`config.mk`:
```
export PLATFORM = sky130hd
export DESIGN_NAME = mu0_trace_buffer_flat
export DESIGN_NICKNAME = d
export VERILOG_FILES = /design/src/rtl/mu0_trace_if.sv /design/src/rtl/mu0_trace_buffer.sv /design/src/flat_wrapper.sv
export SDC_FILE = /design/constraint.sdc
export NUM_CORES = 1
export LEC_CHECK = 0
export BUFFER_PORTS_ARGS = -buffer_cell sky130_fd_sc_hd__buf_2
export CORE_UTILIZATION = 45
export CTS_BUF_LIST = sky130_fd_sc_hd__clkbuf_16
export DETAILED_ROUTE_END_ITERATION = 16
export PLACE_DENSITY = 0.58
export SETUP_SLACK_MARGIN = 0.15
export SYNTH_ARGS = -nofsm -noshare
export SYNTH_HDL_FRONTEND = slang
export SYNTH_SLANG_ARGS = --single-unit
export TNS_END_PERCENT = 5
```
`constraint.sdc`:
```
create_clock -name clk -period 4.86 [get_ports clk]
set_input_delay 0.972 -clock clk [delete_from_list [all_inputs] [get_ports clk]]
set_output_delay 0.972 -clock clk [all_outputs]
set_load 0.1 [all_outputs]
```
`src/rtl/mu0_trace_if.sv`:
```
// mu0_trace_if: mu0 trace port bundle; slave = trace buffer (pc/ir/acc/trc_ready in; trc_valid/trc_data/count/overflow/drop_cnt/halted out), master = core+consumer side; REC_W grows by WIDTH when MU0_TRACE_TIMESTAMP_EN is defined
interface mu0_trace_if #(
  parameter int WIDTH  = 16,
  parameter int ADDR_W = 4
);
`ifdef MU0_TRACE_TIMESTAMP_EN
  localparam int REC_W = 4*WIDTH;
`else
  localparam int REC_W = 3*WIDTH;
`endif
  logic [WIDTH-1:0]  pc;
  logic [WIDTH-1:0]  ir;
  logic [WIDTH-1:0]  acc;
  logic              trc_ready;
  logic              trc_valid;
  logic [REC_W-1:0]  trc_data;
  logic [ADDR_W:0]   count;
  logic              overflow;
  logic [7:0]        drop_cnt;
  logic              halted;
  modport slave  (input pc, ir, acc, trc_ready,
                  output trc_valid, trc_data, count, overflow, drop_cnt, halted);
  modport master (output pc, ir, acc, trc_ready,
                  input trc_valid, trc_data, count, overflow, drop_cnt, halted);
endinterface

```
`src/rtl/mu0_trace_buffer.sv`:
```
// mu0_trace_buffer: samples mu0 {pc,ir,acc} per instruction into a show-ahead FIFO, halts capture on STP; ports clk, reset, bus (mu0_trace_if.slave); MU0_TRACE_TIMESTAMP_EN appends a cycle timestamp
module mu0_trace_buffer #(
  parameter int       WIDTH  = 16,
  parameter int       DEPTH  = 16,
  parameter int       ADDR_W = 4,
  parameter bit [3:0] STP    = 4'b0111
) (
  input logic        clk,
  input logic        reset,
  mu0_trace_if.slave bus
);
`ifdef MU0_TRACE_TIMESTAMP_EN
  localparam int REC_W = 4*WIDTH;
`else
  localparam int REC_W = 3*WIDTH;
`endif
  typedef enum logic [1:0] {FIRST, RUN, HALT} state_t;
  state_t            state_q, state_d;
  logic [WIDTH-1:0]  pc_q;
  logic [ADDR_W-1:0] wr_q, rd_q;
  logic [ADDR_W:0]   count_q;
  logic              overflow_q, halted_q, halted_d;
  logic [7:0]        drop_q;
  logic [REC_W-1:0]  mem [DEPTH];
  logic [REC_W-1:0]  rec;
  logic              cap, stp_hit, pop, full, push, drop;
`ifdef MU0_TRACE_TIMESTAMP_EN
  logic [WIDTH-1:0]  ts_q;
  assign rec = {bus.pc, bus.ir, bus.acc, ts_q};
  always_ff @(posedge clk)
    ts_q <= reset ? '0 : ts_q + 1'b1;
`else
  assign rec = {bus.pc, bus.ir, bus.acc};
`endif
  always_comb begin
    cap      = (state_q == FIRST) || (state_q == RUN && bus.pc != pc_q);
    stp_hit  = cap && bus.ir[WIDTH-1 -: 4] == STP;
    state_d  = stp_hit ? HALT : (state_q == FIRST ? RUN : state_q);
    halted_d = halted_q | stp_hit;
  end
  // a full FIFO still accepts a push when the head leaves in the same cycle
  assign full = count_q == (ADDR_W+1)'(DEPTH);
  assign pop  = count_q != '0 && bus.trc_ready;
  assign push = cap && (!full || pop);
  assign drop = cap && full && !pop;
  always_ff @(posedge clk) begin
    if (reset) begin
      state_q    <= FIRST;
      pc_q       <= '0;
      wr_q       <= '0;
      rd_q       <= '0;
      count_q    <= '0;
      overflow_q <= 1'b0;
      drop_q     <= '0;
      halted_q   <= 1'b0;
    end else begin
      state_q    <= state_d;
      halted_q   <= halted_d;
      pc_q       <= state_q != HALT ? bus.pc : pc_q;
      wr_q       <= push ? wr_q + 1'b1 : wr_q;
      rd_q       <= pop ? rd_q + 1'b1 : rd_q;
      count_q    <= count_q + (ADDR_W+1)'(push) - (ADDR_W+1)'(pop);
      overflow_q <= overflow_q | drop;
      drop_q     <= (drop && drop_q != 8'hFF) ? drop_q + 1'b1 : drop_q;
    end
  end
  always_ff @(posedge clk)
    if (push) mem[wr_q] <= rec;
  assign bus.trc_valid = count_q != '0;
  assign bus.trc_data  = count_q != '0 ? mem[rd_q] : '0;
  assign bus.count     = count_q;
  assign bus.overflow  = overflow_q;
  assign bus.drop_cnt  = drop_q;
  assign bus.halted    = halted_q;
endmodule
```
`src/flat_wrapper.sv`:
```
// flat-port wrapper written by rule: the top's interface ports become plain ports
module mu0_trace_buffer_flat 
#(
  parameter int       WIDTH  = 16,
  parameter int       DEPTH  = 16,
  parameter int       ADDR_W = 4,
  parameter bit [3:0] STP    = 4'b0111
)
  (clk, reset, bus_pc, bus_ir, bus_acc, bus_trc_ready, bus_trc_valid, bus_trc_data, bus_count, bus_overflow, bus_drop_cnt, bus_halted);
  mu0_trace_if #(.WIDTH(WIDTH), .ADDR_W(ADDR_W)) bus_i ();
  input logic clk;
  input logic reset;
  input wire logic [$bits(bus_i.pc)-1:0] bus_pc;
  input wire logic [$bits(bus_i.ir)-1:0] bus_ir;
  input wire logic [$bits(bus_i.acc)-1:0] bus_acc;
  input wire logic [$bits(bus_i.trc_ready)-1:0] bus_trc_ready;
  output wire logic [$bits(bus_i.trc_valid)-1:0] bus_trc_valid;
  output wire logic [$bits(bus_i.trc_data)-1:0] bus_trc_data;
  output wire logic [$bits(bus_i.count)-1:0] bus_count;
  output wire logic [$bits(bus_i.overflow)-1:0] bus_overflow;
  output wire logic [$bits(bus_i.drop_cnt)-1:0] bus_drop_cnt;
  output wire logic [$bits(bus_i.halted)-1:0] bus_halted;
  assign bus_i.pc = bus_pc;
  assign bus_i.ir = bus_ir;
  assign bus_i.acc = bus_acc;
  assign bus_i.trc_ready = bus_trc_ready;
  assign bus_trc_valid = bus_i.trc_valid;
  assign bus_trc_data = bus_i.trc_data;
  assign bus_count = bus_i.count;
  assign bus_overflow = bus_i.overflow;
  assign bus_drop_cnt = bus_i.drop_cnt;
  assign bus_halted = bus_i.halted;
  mu0_trace_buffer #(.WIDTH(WIDTH), .DEPTH(DEPTH), .ADDR_W(ADDR_W), .STP(STP)) u_core (.clk(clk), .reset(reset), .bus(bus_i));
endmodule
```
==> impl_metrics.csv, run 1 <==
group,metric,value,unit
grt,antenna_found_initial,4,
critical_path,startpoint_type,"register",
critical_path,r2r_end,"u_core.bus.count[4]$_SDFF_PP0_",
yosys,synth_top_family_by_area,"multiplexers",
finish,drive_gt1_share,33.93,%
yosys,synthMuxAreaShare,17.56,%
cts,path_clk_slew,0.06,ns
cts,cts_inserted_buffers,84,
sta,worst_slack,0.4761,ns
routing,wirelength,69450,µm
floorplanning,die_area,0.07058,mm²
cts,tritoncts,"done",
finish,final_cell_count_no_fill,2548,
worst_hold_path,worstHoldEndpoint,"u_core.bus.overflow$_SDFF_PP0_",
critical_path,reg2reg_depth,15,
yosys,postSynth.asyncResetShare,0,%
floorplanning,die_x,265.7,µm
worst_hold_path,min_path_type,"reg -> reg",
finish,final_common_cell,"edfxtp_1",
sta,fmax,228.1,MHz
critical_path,worst-path-max-fanout,33,
critical_path,cpPeakStageDelay,0.75,ns
grt,grt_pass1_vias,15440,
worst_hold_path,hold_start,"u_core.bus.overflow$_SDFF_PP0_",
sta,setup_tns,0,ns
cts,hold_buffers,0,
yosys,synth_warnings,0,
yosys,synth_area,0.03129,mm²
floorplanning,rows,96,
sta,rsz0062_at_grt,"no",
yosys,synth_xor_area_share,0.6159,%
critical_path,critPathBufInv,3,
yosys,ys_ff_latch,813,
grt,grt_usage,20.27,%
place,dp_worst_setup_slack,0.9320,ns
cts,htree_num_levels,3,
routing,antenna_left,0,
critical_path,cp-end-kind,"output pin",
critical_path,critical_path.top_delay_family,"simple AND/OR/NAND/NOR gates",
critical_path,r2r-start,"u_core.bus.count[2]$_SDFF_PP0_",
routing,drt_iter0_markers,1163,
routing,drc,0,
yosys,yosys.area_share.adder,0.5439,%
grt,grt_overflow_total,0,
sta,hold_violations,0,
pwr,peakVddDrop,0.0004989,V
cts,insertion_delay,0.62,ns
place,dpl.hpwl,37090,µm
yosys,yosys.cell_types.count,42,
yosys,synth-compound-area-share,0.6119,%
sta,fin_crit_sh,90.20,%
critical_path,critPathRequiredTime,3.89,ns
grt,grt_pass1_wl,103700,µm
sta,period_needed,4.384,ns
yosys,syn-instance-count,1380,
critical_path,cp_cell_sequence,"inv_1 -> ha_1 -> or3b_4 -> or2_2 -> buf_4 -> and2_1 -> buf_2",
routing,routed_via_density,5.670,
critical_path,crit_type,"reg -> out",
cts,post_cts_buffers,0,
run_status,outcome,"completed",
pwr,leakage,11.44,nW
pwr,cellPowerDensity,574.5,mW/mm²
yosys,post_synth.cell_area_avg,22.67,µm²
critical_path,critical_path.slowest_cell,"or2_2",
finish,nets,1611,
grt,grt_max_degree,58,
cts,root_buffer,"clkbuf_16",
sta,worst_pin_slew,1.130,ns
worst_hold_path,worstHoldPathCells,2,
floorplanning,die_height,265.7,µm
yosys,yosys.area_share.simple,2.947,%
critical_path,reg2reg_slack,1.16,ns
routing,wl_per_cell,27.26,µm
finish,syn_to_final_growth,14.93,%
finish,nFillCells,5397,
yosys,synth_edf_count,768,
critical_path,critPathArrivalTime,3.41,ns
place,place_congestion,0.7429,
routing,vias,14450,
flow_run,drv_cap,0,
floorplanning,ios,115,
place,port_buffers,114,
routing,first_pass_iters,7,
pwr,p_total,0.02066,W
sta,setup_viol,0,
sta,slew_headroom,24.38,%
cts,cts_buffer_depth,3,
place,dp.cells,2392,
yosys,synthFlopType,"edfxtp_1",
floorplanning,core,0.06871,mm²
sta,skew,0.02349,ns
floorplanning,initial_core_util,45.54,%
finish,final_cell_mix,"edfxtp_1 (768), mux4_2 (240), buf_2 (114), clkbuf_16 (88), and2_1 (50)",
yosys,syn-num-nets,1444,
critical_path,critPathLaunch,"u_core.bus.count[2]$_SDFF_PP0_",
cts,cts_resized,0,
yosys,ys_seq_area_share,76.59,%
sta,slew_viol_final,0,
cts,cts_sinks,813,
==> Yosys cell counts (2+ instances only) <==
library cell | instances | area [µm²]
xor2_1 | 19 | 166.4
and3_1 | 12 | 75.07
a21oi_1 | 26 | 130.1
dfxtp_1 | 45 | 900.9
and2_1 | 54 | 337.8
or3_1 | 3 | 18.77
nand4_1 | 2 | 12.51
mux4_2 | 240 | 5405
nand2_1 | 35 | 131.4
nor2_1 | 19 | 71.32
nor3_1 | 4 | 20.02
or4_1 | 3 | 22.52
buf_2 | 22 | 110.1
nor2b_1 | 8 | 50.05
mux2_2 | 6 | 67.56
mux2i_1 | 2 | 20.02
o21ai_0 | 4 | 20.02
nor4b_1 | 2 | 17.52
nand2b_1 | 4 | 25.02
nand3_1 | 6 | 30.03
inv_1 | 14 | 52.55
buf_1 | 2 | 7.510
ha_1 | 12 | 150.1
edfxtp_1 | 768 | 23060
nor4_1 | 5 | 31.28
clkbuf_1 | 44 | 165.2
xnor2_1 | 3 | 26.28
or3b_2 | 2 | 17.52
==> kinds of logic after synthesis <==
family	count (synthesis)
fa+ha+maj	13
compound gates	35
flops	813
buf+inv	84
mux	248
xor+xnor	22
simple gates	165
==> how the worst max path moves through the flow <==
stage | endpoint | slack [ns] | cells past startpoint
2_1_floorplan | bus_trc_data[38] | 0.34 | 6
3_3_place_gp | u_core.mem[7][43]$_DFFE_PP_ | 1.02 | 8
3_5_place_dp | u_core.mem[7][47]$_DFFE_PP_ | 0.93 | 8
4_1_cts | bus_trc_data[38] | 0.39 | 7
5_1_grt | bus_trc_data[39] | 0.29 | 7
6_report | bus_trc_data[38] | 0.48 | 7
==> power breakdown <==
group,switching (W),leakage (nW),internal (W)
Combinational,0.00418,2.70,0.00194
Clock,0.00262,1.39,0.00360
Sequential,0.000197,7.34,0.00813
Total,0.00700,11.4,0.0137
==> routing by layer <==
layer | part of all wire [%] | GRT usage (%) | vias to the layer above
met4 | 1.8 | 5.266 | 0
met1 | 45 | 29.27 | 7850
li1 | - | - | 6112
met3 | 5.1 | 3.333 | 89
met5 | 0 | 0 | -
met2 | 48 | 32.37 | 396
==> state kept, by name, indices dropped and copies added (netlist names), named ones only <==
| register | flops |
|---|---|
| u_core.bus.halted | 1 |
| u_core.state_q | 2 |
| u_core.bus.count | 5 |
| u_core.bus.drop_cnt | 8 |
| u_core.bus.overflow | 1 |
| u_core.mem | 768 |
| u_core.pc_q | 16 |
| u_core.rd_q | 4 |
| u_core.wr_q | 4 |
==> worst register-to-register path: stages (launching register included) <==
cell and delay [ns]:
dfxtp_1 0.33, inv_1 0.08, ha_1 0.16, or3b_4 0.39, or2_2 0.65, and2_1 0.43
ha_1 0.31, inv_1 0.04, ha_1 0.21, inv_1 0.09, fa_1 0.20, inv_1 0.05
a21oi_1 0.15, nor2_1 0.07, or3_1 0.35, a21oi_1 0.14
==> cell type report <==
| cell class | count | area [µm²] | share of cell area [%] |
|---|---|---|---|
| well taps | 931 | 1165 | 3.240 |
| repair buffers | 151 | 1036 | 2.881 |
| diodes | 2 | 5.005 | 0.01392 |
| clock inverters | 66 | 480.5 | 1.336 |
| inverters | 14 | 52.55 | 0.1461 |
| flip-flops and latches | 813 | 23980 | 66.68 |
| clock buffers | 88 | 2202 | 6.124 |
| multi-input cells | 483 | 7039 | 19.58 |
==> through the flow <==
step / cell area, µm² / util, % / hold WS (ns)
global placement: 33270 / 48.42 / 0.4317
finish: 35960 / 52.34 / 0.4553
CTS: 35950 / 52.33 / 0.4565
floorplan: 31290 / - / 0.4406
global route: 35960 / 52.33 / 0.4764
detailed placement: 33270 / 48.42 / 0.4409
(Power assumes the default switching activity.)
==> run 2, diff against run 1 <==
Settings changed: ABC_AREA set to 1.
==> impl_metrics.csv, run 2 <==
group,metric,value,unit
run_status,outcome,"completed",
sta,hold_ws,0.4688,ns
worst_hold_path,min_path_type,"reg -> reg",
pwr,p_clk_share,29.1,%
finish,nets,2570,
worst_hold_path,worstHoldPathCells,2,
cts,tritoncts,"done",
routing,wl_met2,38840,µm
floorplanning,core,0.07015,mm²
floorplanning,die_area,0.07209,mm²
critical_path,critPathRequiredTime,3.89,ns
critical_path,r2r_end,"u_core.bus.count[4]$_SDFF_PP0_",
routing,wl_met1,36420,µm
grt,grt_usage,22.61,%
grt,grt_overflow_total,0,
cts,hold_buffers,0,
routing,wirelength,81650,µm
place,port_buffers,114,
cts,root_buffer,"clkbuf_16",
yosys,synth_warnings,0,
critical_path,crit_type,"reg -> out",
yosys,syn-num-nets,2484,
place,dpl.hpwl,42070,µm
sta,period_needed,4.425,ns
place,place_congestion,0.7622,
finish,regMostFlops,"u_core.mem",
pwr,p_int,0.01285,W
finish,syn_to_final_growth,13.52,%
pwr,peakVddDrop,0.0006809,V
routing,first_pass_iters,5,
floorplanning,die_x,268.5,µm
finish,largest_register_ffs,768,
sta,rsz0062_at_grt,"no",
pwr,cellPowerDensity,574.4,mW/mm²
yosys,synth_area,0.03196,mm²
floorplanning,ios,115,
finish,final_cell_mix,"edfxtp_1 (768), nor2_1 (489), o21ai_0 (404), o221ai_1 (132), buf_2 (114)",
yosys,yosys-top-cells-area,"edfxtp_1 (72%), o21ai_0 (6.3%), nor2_1 (5.9%)",
cts,cts_inserted_buffers,84,
cts,cts_buffer_depth,3,
yosys,ys_seq_area_share,74.97,%
routing,drt_iter0_markers,1823,
finish,drive_gt1_share,12.14,%
yosys,postSynth.asyncResetShare,0,%
cts,cts_resized,0,
sta,fin_crit_sh,91.05,%
finish,final_common_cell,"edfxtp_1",
cts,post_cts_buffers,0,
sta,hold_violations,0,
sta,slew_headroom,17.08,%
critical_path,critPathArrivalTime,3.45,ns
floorplanning,initial_core_util,45.56,%
cts,cts_sinks,813,
routing,dr_wl_met3,4896,µm
routing,antenna_left,0,
critical_path,startpoint_type,"register",
yosys,synthFlopType,"edfxtp_1",
pwr,leakage,12.06,nW
routing,highest_layer,"met4",
worst_hold_path,worstHoldEndpoint,"u_core.bus.halted$_SDFF_PP0_",
cts,insertion_delay,0.63,ns
yosys,synth_area_leader_cell,"edfxtp_1",
pwr,seq_power_share,40.1,%
flow_run,drv_cap,0,
yosys,synth_top_area_share,72.16,%
sta,setup_viol,0,
yosys,synth_edf_count,768,
grt,grt_max_degree,195,
yosys,yosysMostFrequentCell,"edfxtp_1",
finish,nFillCells,5988,
yosys,synth_top_cells_by_count,"edfxtp_1 (768), nor2_1 (505), o21ai_0 (404)",
critical_path,r2r-start,"u_core.bus.count[2]$_SDFF_PP0_",
grt,grt_pass1_wl,121800,µm
sta,worst_pin_slew,1.239,ns
critical_path,reg2reg_depth,16,
grt,grt_pass1_vias,19690,
pwr,p_total,0.02084,W
sta,fmax,226.0,MHz
floorplanning,rows,97,
yosys,syn-instance-count,2420,
sta,skew,0.01950,ns
routing,wl_per_cell,23.26,µm
routing,routed_via_density,5.800,
routing,vias,20360,
finish,diodes,0,
yosys,yosys.cell_types.count,32,
pwr,p_sw,0.007995,W
cts,htree_num_levels,3,
critical_path,cp-end-kind,"output pin",
grt,antenna_found_initial,0,
routing,drc,0,
sta,slew_viol_final,0,
critical_path,reg2reg_slack,2.02,ns
cts,path_clk_slew,0.06,ns
floorplanning,die_height,268.5,µm
critical_path,worst-path-max-fanout,58,
worst_hold_path,hold_start,"u_core.bus.halted$_SDFF_PP0_",
pwr,switching_share,38.36,%
yosys,ys_ff_latch,813,
pwr,comb_power_share,30.9,%
yosys,post_synth.cell_area_avg,13.21,µm²
==> run 2: how the worst max path moves through the flow <==
| stage | start | to | cells past startpoint |
|---|---|---|---|
| 2_1_floorplan | u_core.bus.count[2]$_SDFF_PP0_ | bus_trc_data[27] | 9 |
| 3_3_place_gp | bus_pc[8] | u_core.mem[4][3]$_DFFE_PP_ | 12 |
| 3_5_place_dp | bus_pc[8] | u_core.mem[1][4]$_DFFE_PP_ | 12 |
| 4_1_cts | register | bus_trc_data[33] | 6 |
| 5_1_grt | register | bus_trc_data[33] | 6 |
| 6_report | register | bus_trc_data[33] | 6 |
==> run 2: final cells by class <==
class / instances / area, µm² / area share, %
multi-input combinational: 1390 / 7147 / 19.70
clock buffer: 86 / 2152 / 5.931
timing repair buffer: 169 / 1196 / 3.297
sequential: 813 / 23970 / 66.08
clock inverter: 64 / 437.9 / 1.207
inverter: 48 / 198.9 / 0.5483
tap: 940 / 1176 / 3.242
==> run 2: per-stage QoR <==
| stage | instance area (µm²) | setup TNS, ns | cells | utilization [%] | worst slack, ns |
|---|---|---|---|---|---|
| 6_report | 36280 | 0 | 3510 | 51.72 | 0.4351 |
| 5_1_grt | 36280 | 0 | 3510 | 51.72 | 0.2256 |
| 4_1_cts | 36280 | 0 | 3510 | 51.72 | 0.4297 |
| 3_5_place_dp | 33690 | 0 | 3360 | 48.03 | 1.019 |
| 3_3_place_gp | 33690 | 0 | 3360 | 48.03 | 1.105 |
| 2_1_floorplan | 31960 | -12.21 | 2420 | - | -0.3579 |
==> run 2: logic make-up after synthesis <==
kind of cell / synth area share (%)
flip-flops: 74.97
buffers and inverters: 3.042
adder cells (fa/ha/maj): 0.5324
XOR/XNOR: 0.3562
AND/OR/NAND/NOR: 8.115
AO/OA/AOI/OAI: 12.98
==> run 2: power groups by stage <==
| stage | registers [W] | logic, W | clock network, W |
|---|---|---|---|
| 2_1_floorplan | 0.00859 | 0.00475 | 0 |
| 3_3_place_gp | 0.00848 | 0.00641 | 0 |
| 3_5_place_dp | 0.00849 | 0.00647 | 0 |
| 4_1_cts | 0.00835 | 0.00648 | 0.00617 |
| 5_1_grt | 0.00839 | 0.00687 | 0.00644 |
| 6_report | 0.00835 | 0.00644 | 0.00606 |
==> run 2: critical path, cell delays in order (launching register included) <==
cell	delay (ns)
dfxtp_4	0.68
buf_4	0.66
o21ai_0	0.20
o221ai_1	0.25
nand3_1	0.10
a21oi_1	0.37
buf_2	0.51
==> run 2: routing by layer <==
metal / track usage [%] / up-vias
met2: 36.32 / 693
met3: 3.068 / 108
li1: - / 9261
met5: 0 / -
met1: 32.26 / 10300
met4: 6.496 / 0
